<file path="config.mk">
export PLATFORM = sky130hd
export DESIGN_NAME = leds_driver
export DESIGN_NICKNAME = d
export VERILOG_FILES = /design/src/rtl/leds_driver.sv
export SDC_FILE = /design/constraint.sdc
export NUM_CORES = 1
export LEC_CHECK = 0
export ABC_AREA = 1
export CAP_MARGIN = 20
export CORE_AREA = 2 2 105 107
export CTS_BUF_LIST = sky130_fd_sc_hd__clkbuf_4
export DETAILED_ROUTE_END_ITERATION = 12
export DIE_AREA = 0 0 107 109
export PLACE_DENSITY_LB_ADDON = 0.2
export SETUP_SLACK_MARGIN = 0.5
export SLEW_MARGIN = 10
export SYNTH_ARGS = -nofsm -noshare
export SYNTH_HDL_FRONTEND = slang
export SYNTH_SLANG_ARGS = --single-unit
</file>
<file path="constraint.sdc">
create_clock -name clk -period 2.6 [get_ports clk]
set_clock_uncertainty 0.15 [all_clocks]
set_input_delay 0.65 -clock clk [delete_from_list [all_inputs] [get_ports clk]]
set_output_delay 0.65 -clock clk [all_outputs]
set_load 0.05 [all_outputs]
</file>
<file path="src/rtl/leds_driver.sv">
// -----------------------------------------------------------------------------
// leds_driver
//
// Four-channel LED PWM driver. Each LED fades between off and full
// brightness. Its brightness level moves by STEP once per PWM period,
// towards the target its request bit selects. The PWM counter advances
// once every PRESCALE clocks, so one PWM period lasts 256*PRESCALE clocks.
//
// Parameters:
//   PRESCALE   - clocks per PWM tick (1..65535)
//   STEP       - level change per PWM period (1..255)
//   ACTIVE_LOW - 1: pins are driven low for "lit"
//
// Ports:
//   clk              - clock, rising-edge active
//   rst              - asynchronous active-high reset
//   ctrl_en          - global enable; when low, all LEDs go dark at once
//   ctrl_led0..3     - requested on/off state per LED
//   led0..3          - registered PWM pin drive
//   ramping          - high while any enabled level differs from its target
// -----------------------------------------------------------------------------
module leds_driver #(
    parameter int unsigned PRESCALE   = 1,
    parameter int unsigned STEP       = 16,
    parameter int unsigned ACTIVE_LOW = 0
) (
    input  logic clk,
    input  logic rst,
    input  logic ctrl_en,
    input  logic ctrl_led0,
    input  logic ctrl_led1,
    input  logic ctrl_led2,
    input  logic ctrl_led3,
    output logic led0,
    output logic led1,
    output logic led2,
    output logic led3,
    output logic ramping
);

    localparam logic [15:0] PresLast = 16'(PRESCALE - 1);
    localparam logic [8:0]  StepUp   = 9'(STEP);
    localparam logic [7:0]  StepDn   = 8'(STEP);
    localparam logic        Inactive = (ACTIVE_LOW != 0);

    logic        en_q;
    logic [3:0]  req_q;
    logic [15:0] presc_q, presc_d;
    logic [7:0]  pwm_cnt_q, pwm_cnt_d;
    logic        tick, period_end;
    logic [3:0]  target, lit, mismatch;
    logic [3:0]  led_q, led_d;
    logic        ramping_q, ramping_d;

    // Input capture registers.
    always_ff @(posedge clk or posedge rst) begin
        if (rst) begin
            en_q  <= 1'b0;
            req_q <= 4'b0000;
        end else begin
            en_q  <= ctrl_en;
            req_q <= {ctrl_led3, ctrl_led2, ctrl_led1, ctrl_led0};
        end
    end

    assign target = {4{en_q}} & req_q;

    // Prescaler and PWM counter keep running even while disabled.
    always_comb begin
        tick       = (presc_q == PresLast);
        presc_d    = tick ? 16'd0 : presc_q + 16'd1;
        pwm_cnt_d  = tick ? pwm_cnt_q + 8'd1 : pwm_cnt_q;
        period_end = tick && (pwm_cnt_q == 8'hFF);
    end

    always_ff @(posedge clk or posedge rst) begin
        if (rst) begin
            presc_q   <= 16'd0;
            pwm_cnt_q <= 8'd0;
        end else begin
            presc_q   <= presc_d;
            pwm_cnt_q <= pwm_cnt_d;
        end
    end

    // Per-LED brightness level.
    for (genvar i = 0; i < 4; i++) begin : g_led
        logic [7:0] level_q, level_d;
        logic [8:0] up_sum;

        assign up_sum = {1'b0, level_q} + StepUp;

        always_comb begin
            level_d = level_q;
            if (!en_q) begin
                // Disable bypasses the period boundary.
                level_d = 8'd0;
            end else if (period_end) begin
                if (target[i]) begin
                    level_d = up_sum[8] ? 8'hFF : up_sum[7:0];
                end else begin
                    level_d = (level_q > StepDn) ? level_q - StepDn : 8'd0;
                end
            end
        end

        always_ff @(posedge clk or posedge rst) begin
            if (rst) begin
                level_q <= 8'd0;
            end else begin
                level_q <= level_d;
            end
        end

        // Level 255 must stay on for the count value 255 as well.
        assign lit[i]      = (level_q == 8'hFF) || (level_q > pwm_cnt_q);
        assign mismatch[i] = (level_q != (target[i] ? 8'hFF : 8'h00));
    end

    always_comb begin
        led_d     = lit ^ {4{Inactive}};
        ramping_d = en_q && (|mismatch);
    end

    always_ff @(posedge clk or posedge rst) begin
        if (rst) begin
            led_q     <= {4{Inactive}};
            ramping_q <= 1'b0;
        end else begin
            led_q     <= led_d;
            ramping_q <= ramping_d;
        end
    end

    assign led0    = led_q[0];
    assign led1    = led_q[1];
    assign led2    = led_q[2];
    assign led3    = led_q[3];
    assign ramping = ramping_q;

endmodule
</file>
==> qor.yml <==
initial_core_util: 0.388
p_switching_uw: 678
fp.dieArea_mm2: 0.0117
ctsHoldBuffers: 0
grt_pass1_vias: 3458
p_sw_frac: 0.332
post_cts_buffers: 0
period_minus_slack_ns: 2.04
ys_ff_latch: 54
arrival_ns: 1.24
io_pins: 12
tightest_slew_ns: 0.484
yosys_warnings: 0
post-place-ws_ns: 0.700
slowest_stage: "dlygate4sd2_1"
syn_area_per_cell_um2: 7.16
yosys.area.top_type: "dfrtp_1"
cp_max_fo: 1
portBuffers: 11
whs_ns: 0.361
cp.required_ns: 1.80
p_leak_nw: 2.43
drc: 0
gp_congestion: 0.854
timing.fmax_ghz: 0.490
rsz0062_at_grt: "false"
hold_viol: 0
drive_gt1_frac: 0.0412
ant_nets: 0
slew_headroom: 0.679
cts.path.max_buffers: 2
fillerInstances: 1092
die_width_um: 107
wl_um: 9080
grt_max_degree: 38
clk_latency_ns: 0.38
pwr-share-seq: 0.478
seq_area_mm2: 0.00135
r2r_start: "pwm_cnt_q[0]$_DFFE_PP0N_"
cp_top_family: "buffers and inverters"
firstDrtPassIters: 5
cts_tree: "done"
outcome: "completed"
p_int_mw: 1.36
clk_pin_slew_ns: 0.15
antenna_found_initial: 0
dpl.hpwl_um: 6770
layout_worst_path_cycle_share: 0.785
max-vdd-ir-drop_mv: 0.240
cap_violations: 0
min-delay-path-class: "reg2reg"
synthToLayoutAreaGrowth_pct: 8.02
power_frac_clock: 0.280
grt_usage: 0.171
max_stage_delay_ns: 0.52
cp_cell_sequence: "dlygate4sd2_1"
synth.area.top_cells: "dfrtp_1, nand2_1, ha_1, inv_1, nor2_1"
ys_types: 28
multi_input_area_mm2: 0.00238
p_comb_frac: 0.242
clock-sinks: 54
synth_nets: 629
wire_per_inst_um: 12.6
ys_seq_area_frac: 0.328
end_kind: "output port"
n_antenna_cell: 0
critPathBufInv: 1
syn_area_mm2: 0.00412
core-area_mm2: 0.0106
grt_pass1_wl_um: 16000
cts_max_level: 2
crit_type: "reg2out"
die_y_um: 109
root_buffer: "clkbuf_4"
final.setup.tns_ns: 0
fin_nets: 636
syn_inst: 575
vias: 3525
setup_viol_count_final: 0
min_from: "presc_q[15]$_DFF_PP0_"
maxSlewViolCount: 0
rows: 38
setup_slack_ns: 0.560
startpoint: "led_q[3]$_DFF_PP0_"
cp-start-kind: "flop"
numCtsBuffers: 5
p_per_area_mw_per_mm2: 459
drt_iter0_drc: 159
vias_per_cell: 4.88
grt_overflow: 0
synth_top_area_share: 0.328
-- cells in the final DEF, fill, tap and decap left out, types with 4 or more instances in the layout --
| cell type | synthesis | layout |
|---|---|---|
| dfrtp_1 | 54 | 54 |
| o211ai_1 | 4 | 4 |
| o21ai_0 | 24 | 24 |
| nor3_1 | 12 | 12 |
| nand4_1 | 14 | 14 |
| a21oi_1 | 27 | 27 |
| nor2_2 | 4 | 4 |
| nand2_1 | 162 | 162 |
| ha_1 | 47 | 47 |
| nand3_1 | 37 | 37 |
| inv_1 | 77 | 76 |
| clkdlybuf4s50_1 | 0 | 6 |
| xor2_1 | 22 | 22 |
| clkdlybuf4s15_1 | 0 | 4 |
| clkbuf_4 | 0 | 5 |
| nor2_1 | 62 | 62 |
| o21a_1 | 4 | 4 |
-- timing repair --
| item | in CTS | in global routing |
|---|---|---|
| resized for setup | 5 | 4 |
| setup endpoints to repair | 5 | 4 |
| hold endpoints to repair | 0 | 0 |
| cloned | 0 | 0 |
-- logic make-up after synthesis --
family	synth area share
and+or+nand+nor	0.309
buffers and inverters	0.0927
AOI/OAI and AO/OA	0.0781
DFF	0.328
adders and majority gates	0.143
xor gates and xnor gates	0.0489
-- through the flow --
| stage | total power, mW | instances | util | cell area [µm²] |
|---|---|---|---|---|
| floorplan | 1.37 | 575 | - | 4120 |
| global placement | 1.49 | 715 | 0.410 | 4350 |
| detailed placement | 1.50 | 715 | 0.410 | 4350 |
| CTS | 2.07 | 723 | 0.419 | 4440 |
| global route | 2.20 | 723 | 0.420 | 4450 |
| finish | 2.04 | 723 | 0.420 | 4450 |
-- flip-flops by register name (all words and copies together) (netlist names) --
| register | cells |
|---|---|
| g_led.level_q | 20 |
| presc_q | 16 |
| led_q | 4 |
| req_q | 4 |
| ramping | 1 |
| en_q | 1 |
| pwm_cnt_q | 8 |
-- synth_stat cells --
cell type and n:
a21oi_1 27, and2_2 1, buf_2 8, buf_4 1, buf_6 3, clkbuf_2 1, dfrtp_1 54, ha_1 47
inv_1 77, inv_4 1, nand2_1 162, nand2_2 2, nand2_4 1, nand3_1 37, nand3_2 1, nand4_1 14
nor2_1 62, nor2_2 4, nor2_4 1, nor3_1 12, nor3_2 1, o211ai_1 4, o21a_1 4, o21ai_0 24
o22ai_1 1, or2_2 2, xnor2_1 1, xor2_1 22
-- layout make-up --
cell class | count | share of cell area
multi-input cells | 430 | 0.536
flip-flops and latches | 54 | 0.304
inverters | 78 | 0.0672
well taps | 140 | 0.0394
repair buffers | 13 | 0.0307
clock inverters | 3 | 0.0143
clock buffers | 5 | 0.00844
-- final timing paths --
check / slack (ns) / cells past startpoint / end
max in group asynchronous: 1.32 / 3 / req_q[1]$_DFF_PP0_
worst max-delay path: 0.56 / 1 / led3
worst min register to register: 0.36 / 1 / presc_q[15]$_DFF_PP0_
worst min-delay path: 0.36 / 1 / presc_q[15]$_DFF_PP0_
worst max register to register: 0.70 / 8 / g_led[2].level_q[6]$_DFFE_PP0P_
min in group asynchronous: 0.46 / 2 / led_q[3]$_DFF_PP0_
-- power by group through the flow --
stage | logic, mW | clock network [mW] | registers [mW]
final | 0.494 | 0.572 | 0.977
after global routing | 0.577 | 0.630 | 0.989
after CTS | 0.496 | 0.599 | 0.976
after detailed placement | 0.503 | 0 | 0.993
after global placement | 0.497 | 0 | 0.990
after floorplan | 0.369 | 0 | 0.996
-- layer usage --
layer  vias to the layer above  track usage  wire length, µm
met1                      1590        0.212             4270
li1                       1858            -                -
met3                        12       0.0257              261
met2                        65        0.309             4410
met5                         -            0                0
met4                         0       0.0455              133
Note: power is estimated with default switching activity, not from simulation.
